## src/rtl/softmax_norm_seq_pkg.sv

```systemverilog
// Shared fixed-point widths and sequencer state encoding for the softmax
// normalisation path.
package softmax_norm_seq_pkg;

    localparam int Q88_W      = 16;
    localparam int Q016_W     = 16;
    localparam int Q08_W      = 8;
    localparam int LUT_ADDR_W = 8;
    localparam int PROD_W     = Q88_W + Q016_W;
    localparam int FRAC_SHIFT = 16;

    localparam logic [Q08_W-1:0] PROB_MAX = 8'd255;

    typedef enum logic [1:0] {
        IDLE   = 2'd0,
        FETCH  = 2'd1,
        LATCH  = 2'd2,
        STREAM = 2'd3
    } norm_state_e;

endpackage

```

## src/rtl/softmax_norm_seq_mul_round.sv

```systemverilog
// Combinational Q8.8 x Q0.16 multiply, round-half-up to Q0.8 and clamp to
// the largest representable probability.
module softmax_norm_seq_mul_round
    import softmax_norm_seq_pkg::*;
(
    input  logic [Q88_W-1:0]  exp_val,
    input  logic [Q016_W-1:0] recip,
    output logic [Q08_W-1:0]  prob
);

    localparam int RND_W = PROD_W - FRAC_SHIFT + 1;

    // One guard bit above the product so the rounding bias can never wrap.
    function automatic logic [RND_W-1:0] round_q16(input logic [PROD_W-1:0] p);
        logic [PROD_W:0] biased;
        biased = {1'b0, p} + ((PROD_W + 1)'(1) << (FRAC_SHIFT - 1));
        return biased[PROD_W:FRAC_SHIFT];
    endfunction

    function automatic logic [Q08_W-1:0] sat_q08(input logic [RND_W-1:0] v);
        if (v > RND_W'(PROB_MAX)) begin
            return PROB_MAX;
        end
        return v[Q08_W-1:0];
    endfunction

    logic [PROD_W-1:0] prod;

    assign prod = exp_val * recip;
    assign prob = sat_q08(round_q16(prod));

endmodule

```

## src/rtl/softmax_norm_seq.sv

```systemverilog
// Softmax normalisation sequencer: looks up 1/sum once per vector, then scales
// each streamed exp value into a Q0.8 probability under valid/ready.
module softmax_norm_seq
    import softmax_norm_seq_pkg::*;
#(
    parameter int MAX_LEN = 64,
    parameter int LEN_W   = $clog2(MAX_LEN)
) (
    input  logic                  clk,
    input  logic                  rst,
    input  logic                  start,
    input  logic [Q88_W-1:0]      sum_in,
    input  logic [LEN_W:0]        len,
    output logic                  busy,
    output logic                  done,
    output logic [LUT_ADDR_W-1:0] recip_addr,
    input  logic [Q016_W-1:0]     recip_data,
    input  logic                  exp_valid,
    input  logic [Q88_W-1:0]      exp_data,
    output logic                  exp_ready,
    output logic                  out_valid,
    output logic [Q08_W-1:0]      out_data,
    output logic                  out_last,
    input  logic                  out_ready
);

    norm_state_e          state;
    norm_state_e          state_nxt;
    logic [LEN_W:0]       len_q;
    logic [LEN_W:0]       in_cnt;
    logic [Q016_W-1:0]    recip_q;
    logic [Q08_W-1:0]     prob;
    logic                 accept;
    logic                 emit;
    logic                 sum_frac_unused;

    // Only the integer byte of the sum indexes the reciprocal table.
    assign sum_frac_unused = ^sum_in[Q88_W-LUT_ADDR_W-1:0];

    assign accept = exp_valid && exp_ready;
    assign emit   = out_valid && out_ready;

    softmax_norm_seq_mul_round u_mul_round (
        .exp_val (exp_data),
        .recip   (recip_q),
        .prob    (prob)
    );

    always_ff @(posedge clk or posedge rst) begin
        if (rst) begin
            state <= IDLE;
        end else begin
            state <= state_nxt;
        end
    end

    always_comb begin
        state_nxt = state;
        busy      = (state != IDLE);
        exp_ready = 1'b0;
        case (state)
            IDLE: begin
                if (start && (len != '0)) begin
                    state_nxt = FETCH;
                end
            end
            FETCH: begin
                state_nxt = LATCH;
            end
            LATCH: begin
                state_nxt = STREAM;
            end
            STREAM: begin
                exp_ready = (in_cnt < len_q) && (!out_valid || out_ready);
                if (out_valid && out_ready && out_last) begin
                    state_nxt = IDLE;
                end
            end
            default: begin
                state_nxt = IDLE;
            end
        endcase
    end

    always_ff @(posedge clk or posedge rst) begin
        if (rst) begin
            len_q      <= '0;
            in_cnt     <= '0;
            recip_addr <= '0;
            recip_q    <= '0;
            done       <= 1'b0;
            out_valid  <= 1'b0;
            out_last   <= 1'b0;
            out_data   <= '0;
        end else begin
            done <= 1'b0;
            case (state)
                IDLE: begin
                    if (start) begin
                        if (len == '0) begin
                            done <= 1'b1;
                        end else begin
                            len_q      <= len;
                            in_cnt     <= '0;
                            recip_addr <= sum_in[Q88_W-1:Q88_W-LUT_ADDR_W];
                        end
                    end
                end
                // LUT has registered the address during FETCH; its data is valid now.
                LATCH: begin
                    recip_q <= recip_data;
                end
                // Output register refills on the same edge it drains, so a full
                // stream sustains one element per cycle.
                STREAM: begin
                    if (accept) begin
                        out_data  <= prob;
                        out_valid <= 1'b1;
                        out_last  <= (in_cnt == (len_q - 1'b1));
                        in_cnt    <= in_cnt + 1'b1;
                    end else if (emit) begin
                        out_valid <= 1'b0;
                        out_last  <= 1'b0;
                    end
                    if (emit && out_last) begin
                        done <= 1'b1;
                    end
                end
                default: begin
                end
            endcase
        end
    end

endmodule

```

## config.mk

```make
export PLATFORM = sky130hd
export DESIGN_NAME = softmax_norm_seq
export DESIGN_NICKNAME = d
export VERILOG_FILES = /design/src/rtl/softmax_norm_seq_pkg.sv /design/src/rtl/softmax_norm_seq_mul_round.sv /design/src/rtl/softmax_norm_seq.sv
export SDC_FILE = /design/constraint.sdc
export NUM_CORES = 1
export LEC_CHECK = 0
export BUFFER_PORTS_ARGS = -buffer_cell sky130_fd_sc_hd__buf_4
export CAP_MARGIN = 20
export CORE_MARGIN = 1.5
export CORE_UTILIZATION = 55
export CTS_BUF_LIST = sky130_fd_sc_hd__clkbuf_16
export DETAILED_ROUTE_END_ITERATION = 8
export MAX_ROUTING_LAYER = met4
export PLACE_DENSITY_LB_ADDON = 0.15
export SYNTH_ARGS = -nofsm -noshare
export SYNTH_HDL_FRONTEND = slang
export SYNTH_HIERARCHICAL = 1
export SYNTH_SLANG_ARGS = --single-unit
```

## constraint.sdc

```tcl
create_clock -name clk -period 7.37 [get_ports clk]
set_clock_uncertainty 0.15 [all_clocks]
set_input_delay 0.3685 -clock clk [delete_from_list [all_inputs] [get_ports clk]]
set_output_delay 0.3685 -clock clk [all_outputs]
set_load 0.01 [all_outputs]
```

==> results of run 1 <==
## worst max path at each step
stage / to / cells past startpoint
floorplan: out_data[1]$_DFFE_PP0P_ / 22
global placement: out_data[5]$_DFFE_PP0P_ / 22
detailed placement: out_data[1]$_DFFE_PP0P_ / 22
CTS: out_data[3]$_DFFE_PP0P_ / 22
global route: out_data[1]$_DFFE_PP0P_ / 21
finish: out_data[1]$_DFFE_PP0P_ / 22
## synthesized netlist by cell type (3+ instances only)
cell	number	area, um^2
inv_1	263	987
nand2_1	203	762
fa_1	194	3880
ha_1	129	1610
and2_1	123	769
dfrtp_1	51	1280
clkbuf_1	42	158
a21oi_1	40	200
nand3_1	28	140
nor2_1	25	93.8
mux2_2	24	270
o21ai_0	21	105
xnor2_1	17	149
a21o_1	14	105
o211ai_1	11	82.6
a31oi_1	8	50.1
nand2b_1	8	50.1
nand4_1	8	50.1
o21ai_1	6	30.0
and3_1	4	25.0
buf_2	4	20.0
nand4b_1	4	35.0
nor3_1	4	20.0
or4_1	4	30.0
nor4_1	3	18.8
xor2_1	3	26.3
## worst max-delay path, stage by stage, from the launching register on
cell and delay, ps:
dfrtp_1 610, and2_1 300, fa_1 530, inv_1 50, fa_1 470, fa_1 530
inv_1 60, fa_1 540, fa_1 510, inv_1 50, fa_1 480, inv_1 40
ha_1 330, a21oi_2 200, o211ai_1 120, a311oi_2 310, o221ai_2 200, a31oi_1 280
xnor2_1 150, a2111oi_4 520, nand4b_1 160, nand2_1 110, nand2_1 60
## final cells by class
type,instances,area share (%)
clock buffer,5,1.02
clock inverter,3,0.163
inverter,263,8.03
multi-input combinational,924,72.9
sequential,51,10.4
tap,270,2.75
timing repair buffer,78,4.79
## metrics by stage
step           setup slack, ps  hold slack (ps)  area, um^2  utilization (%)
6_report                   486              101       12300             60.5
5_1_grt                    105              130       12300             60.5
3_5_place_dp               534              321       12100             59.8
4_1_cts                    509              113       12300             60.5
3_3_place_gp               567              318       12100             59.8
2_1_floorplan             1170              335       11400                -
## flip-flops by register name, indices dropped and copies added (netlist names), 2 cells and up
name / count
recip_q: 16
out_data: 8
recip_addr: 8
in_cnt: 7
len_q: 7
state: 2
## cell families after synthesis
logic type                 synth area share, %
adders and majority gates                 48.2
xor gates and xnor gates                  1.68
muxes                                     2.46
buffers and inverters                     10.3
DFF                                       11.2
and+or+nand+nor                           18.9
AOI/OAI and AO/OA                         7.24
## layer usage
| metal | global-route usage, % | share of wire, % | vias to the layer above |
|---|---|---|---|
| met1 | 34.1 | 45 | 4306 |
| met5 | - | 0 | - |
| li1 | - | - | 4048 |
| met2 | 43.7 | 50 | 172 |
| met3 | 2.36 | 3.2 | 24 |
| met4 | 6.30 | 1.8 | 0 |
==> results.sh, run 1 <==
export IMPL_grt_max_degree=52
export IMPL_grt_pass1_wl_mm=43.7
export IMPL_die_area_um2=21600
export IMPL_min_period_over_period_pct=93.4
export IMPL_layout_cells_non_filler=1594
export IMPL_rsz0062_at_grt="no"
export IMPL_netlist_instances=1286
export IMPL_hold_class="input pin to asynchronous set/reset pin"
export IMPL_multiInputGateArea_um2=8950
export IMPL_die_y_um=147
export IMPL_finalCriticalPeriod_ps=6880
export IMPL_place_congestion=0.934
export IMPL_drtAntennaViolNets=0
export IMPL_clk_pin_slew_ps=70
export IMPL_start_util_pct=56.2
export IMPL_cp_end_kind="register"
export IMPL_async_flop_share_pct=100
export IMPL_numCtsBuffers=5
export IMPL_r2r_slack_ps=490
export IMPL_layout_drive_gt1_share_pct=9.74
export IMPL_hold_viol=0
export IMPL_rr_worst_depth=22
export IMPL_reg2reg_from="recip_q[4]$_DFFE_PP0P_"
export IMPL_synth_warnings=6
export IMPL_finalSetupTns_ps=0
export IMPL_clock_path_buffers=2
export IMPL_hold_buffers=0
export IMPL_drt_pass1_iterations=5
export IMPL_drv_slew=0
export IMPL_worstMarginPinSlew_ps=997
export IMPL_area_growth_pct=7.71
export IMPL_netlist_cell_type_count=62
export IMPL_drtIter0Drc=422
export IMPL_final_common_cell="inv_1"
export IMPL_cts_root_buf="clkbuf_16"
export IMPL_cts_resized=0
export IMPL_synth_edff_count=0
export IMPL_setup_viol=0
export IMPL_nNetsFinal=1706
export IMPL_numPortBuffers=72
export IMPL_critPathRequiredTime_ps=7420
export IMPL_clk_insertion_delay_late_ps=300
export IMPL_ff_latch_area_um2=1280
export IMPL_placementRows=52
export IMPL_antenna_cells=0
export IMPL_ys_seq_elements=51
export IMPL_grtUsageTotal_pct=26.0
export IMPL_ys_flop_type="dfrtp_1"
export IMPL_drc=0
export IMPL_grt_pass1_vias=8850
export IMPL_startpoint="recip_q[4]$_DFFE_PP0P_"
export IMPL_timing_fmax_mhz=145
export IMPL_status="completed"
export IMPL_dpl_hpwl_mm=20.8
export IMPL_cts_sinks=51
export IMPL_grt_antenna_before_repair=0
export IMPL_most_common_layout_cells="262 x inv_1, 203 x nand2_1, 194 x fa_1"
export IMPL_synth_nets=1669
export IMPL_setup_worst_path_start_class="register"
export IMPL_vias=8550
export IMPL_cts_tree="built"
export IMPL_viasPerCell=5.36
export IMPL_crit_type="register to register"
export IMPL_design_core_area_um2=20300
export IMPL_dp_cells=1586
export IMPL_timing_rr_end="out_data[1]$_DFFE_PP0P_"
export IMPL_die_w_um=147
export IMPL_totalWireLength_mm=25.6
export IMPL_gr_total_overflow=0
export IMPL_drv_cap=0
export IMPL_synth_area_per_cell_um2=8.87
export IMPL_worstPathMaxFanout=17
export IMPL_nFillCells=1848
export IMPL_wl_per_cell_um=16.0
export IMPL_synth_area_um2=11400
export IMPL_cts_setup_buffers=0
export IMPL_cts_max_level=2
export IMPL_arrival_ps=6930
export IMPL_seq_area_frac_synth_pct=11.2
export IMPL_maxSlewHeadroom_pct=33.3
export IMPL_ioPinCount=81
Power of run 1 is not shown: default switching activity piles up to over one toggle a cycle in this logic, so the estimate is an artifact.
==> run 2, diff against run 1 <==
--- a/config.mk
+++ b/config.mk
@@ -8,7 +8,7 @@
 export BUFFER_PORTS_ARGS = -buffer_cell sky130_fd_sc_hd__buf_4
 export CAP_MARGIN = 20
 export CORE_MARGIN = 1.5
-export CORE_UTILIZATION = 55
+export CORE_UTILIZATION = 45
 export CTS_BUF_LIST = sky130_fd_sc_hd__clkbuf_16
 export DETAILED_ROUTE_END_ITERATION = 8
 export MAX_ROUTING_LAYER = met4
==> results.sh, run 2 (synthesis results as in run 1) <==
export IMPL_finalSetupTns_ps=0
export IMPL_placementRows=58
export IMPL_wl_per_cell_um=16.4
export IMPL_die_w_um=162
export IMPL_drv_cap=0
export IMPL_ioPinCount=81
export IMPL_timing_fmax_mhz=145
export IMPL_area_growth_pct=8.84
export IMPL_largest_register="recip_q"
export IMPL_numCtsBuffers=5
export IMPL_path_common_cell="fa_1"
export IMPL_nFillCells=2452
export IMPL_drc=0
export IMPL_design_core_area_um2=25000
export IMPL_totalWireLength_mm=27.2
export IMPL_die_y_um=162
export IMPL_crit_type="register to register"
export IMPL_setup_slack_ps=484
export IMPL_clk_pin_slew_ps=80
export IMPL_crit_cells=22
export IMPL_clock_path_buffers=2
export IMPL_cts_sinks=51
export IMPL_grt_antenna_before_repair=0
export IMPL_setup_worst_path_start_class="register"
export IMPL_cts_max_level=2
export IMPL_vias=8605
export IMPL_grt_pass1_vias=9132
export IMPL_post_place_ws_ps=520
export IMPL_dpl_hpwl_mm=22.2
export IMPL_drv_slew=0
export IMPL_final_common_cell="inv_1"
export IMPL_grt_max_degree=52
export IMPL_multiInputGateArea_um2=8950
export IMPL_drtIter0Drc=458
export IMPL_min_period_over_period_pct=93.4
export IMPL_status="completed"
export IMPL_drtAntennaViolNets=0
export IMPL_cts_setup_buffers=0
export IMPL_hold_class="input pin to asynchronous set/reset pin"
export IMPL_finalCriticalPeriod_ps=6890
export IMPL_critPathTopFamily="adder cells"
export IMPL_cpPeakStageDelay_ps=650
export IMPL_clk_insertion_delay_late_ps=310
export IMPL_worstPathMaxFanout=17
export IMPL_place_congestion=0.868
export IMPL_die_area_um2=26300
export IMPL_largest_reg_flops=16
export IMPL_grt_pass1_wl_mm=45.8
export IMPL_critPathRequiredTime_ps=7420
export IMPL_cp_cell_sequence="and2_1 > fa_1 > inv_1 > fa_1 > fa_1 > inv_1 > fa_1 > fa_1 > inv_1 > fa_1 > inv_1 > ha_1 > a21oi_2 > o211ai_1 > a311oi_2 > o221ai_2 > a31oi_1 > xnor2_1 > a2111oi_4 > nand3_1 > nand2_1 > nand2_1"
export IMPL_cts_resized=0
export IMPL_hold_buffers=0
export IMPL_arrival_ps=6940
export IMPL_layout_drive_gt1_share_pct=10.1
export IMPL_critPathSlowestCell="dfrtp_1"
export IMPL_path_buf_inv=4
export IMPL_rsz0062_at_grt="no"
export IMPL_viasPerCell=5.19
export IMPL_rr_worst_depth=22
export IMPL_grtUsageTotal_pct=22.7
export IMPL_start_util_pct=45.6
export IMPL_numPortBuffers=72
export IMPL_reg_top3="recip_q (16), out_data (8), recip_addr (8)"
export IMPL_cts_tree="built"
export IMPL_antenna_cells=0
export IMPL_nNetsFinal=1710
export IMPL_most_common_layout_cells="262 x inv_1, 203 x nand2_1, 194 x fa_1"
export IMPL_setup_viol=0
export IMPL_cp_end_kind="register"
export IMPL_maxSlewHeadroom_pct=30.6
export IMPL_ff_latch_area_um2=1280
export IMPL_gr_total_overflow=0
export IMPL_worstMarginPinSlew_ps=1040
export IMPL_drt_pass1_iterations=5
export IMPL_cts_root_buf="clkbuf_16"
export IMPL_hold_viol=0
==> run 2: cell types whose count changed in the layout (fill, tap and decap cells not counted) <==
cell        previous run  this run
bufinv_16              0         1
clkinvlp_4             1         0
buf_4                 77        82
buf_6                  1         0
clkinv_1               1         0
inv_6                  0         1
==> run 2: per-stage QoR <==
| stage | utilization, % | cells | cell area [um^2] | hold slack, ps |
|---|---|---|---|---|
| global placement | 48.9 | 1650 | 12200 | 323 |
| detailed placement | 48.9 | 1650 | 12200 | 318 |
| global route | 49.6 | 1658 | 12400 | 127 |
| finish | 49.6 | 1658 | 12400 | 101 |
| CTS | 49.6 | 1658 | 12400 | 112 |
| floorplan | - | 1286 | 11400 | 335 |
==> run 2: per-layer routing <==
layer / GRT usage, % / part of all wire [%]
met1: 29.7 / 45
met2: 36.8 / 48
met3: 2.43 / 4.0
met4: 7.63 / 3.0
met5: - / 0
==> run 2: worst register-to-register path, cell delays in order (launching register included) <==
cell and delay (ps):
dfrtp_1 650, and2_1 320, fa_1 540, inv_1 50, fa_1 470, fa_1 520
inv_1 60, fa_1 530, fa_1 520, inv_1 50, fa_1 490, inv_1 50
ha_1 330, a21oi_2 220, o211ai_1 140, a311oi_2 310, o221ai_2 200, a31oi_1 240
xnor2_1 130, a2111oi_4 530, nand3_1 150, nand2_1 90, nand2_1 60
==> run 2: worst paths after layout <==
path                                              start                      end  slack [ps]
worst max register to register   recip_q[4]$_DFFE_PP0P_  out_data[5]$_DFFE_PP0P_         480
max in group asynchronous                           rst   recip_q[9]$_DFFE_PP0P_        6480
worst min-delay path                                rst  out_data[4]$_DFFE_PP0P_         100
min in group clk                                 len[5]     len_q[5]$_DFFE_PP0P_         120
worst min register to register  out_data[4]$_DFFE_PP0P_  out_data[4]$_DFFE_PP0P_         340
worst max-delay path             recip_q[4]$_DFFE_PP0P_  out_data[5]$_DFFE_PP0P_         480
==> run 2: layout make-up <==
type	count	share of cell area (%)
Multi-Input combinational cell	924	72.1
Sequential cell	51	10.3
Inverter	263	7.95
Timing Repair Buffer	82	4.96
Tap cell	330	3.32
Clock buffer	5	1.01
Clock inverter	3	0.383
Power of run 2 is left out for the same reason.
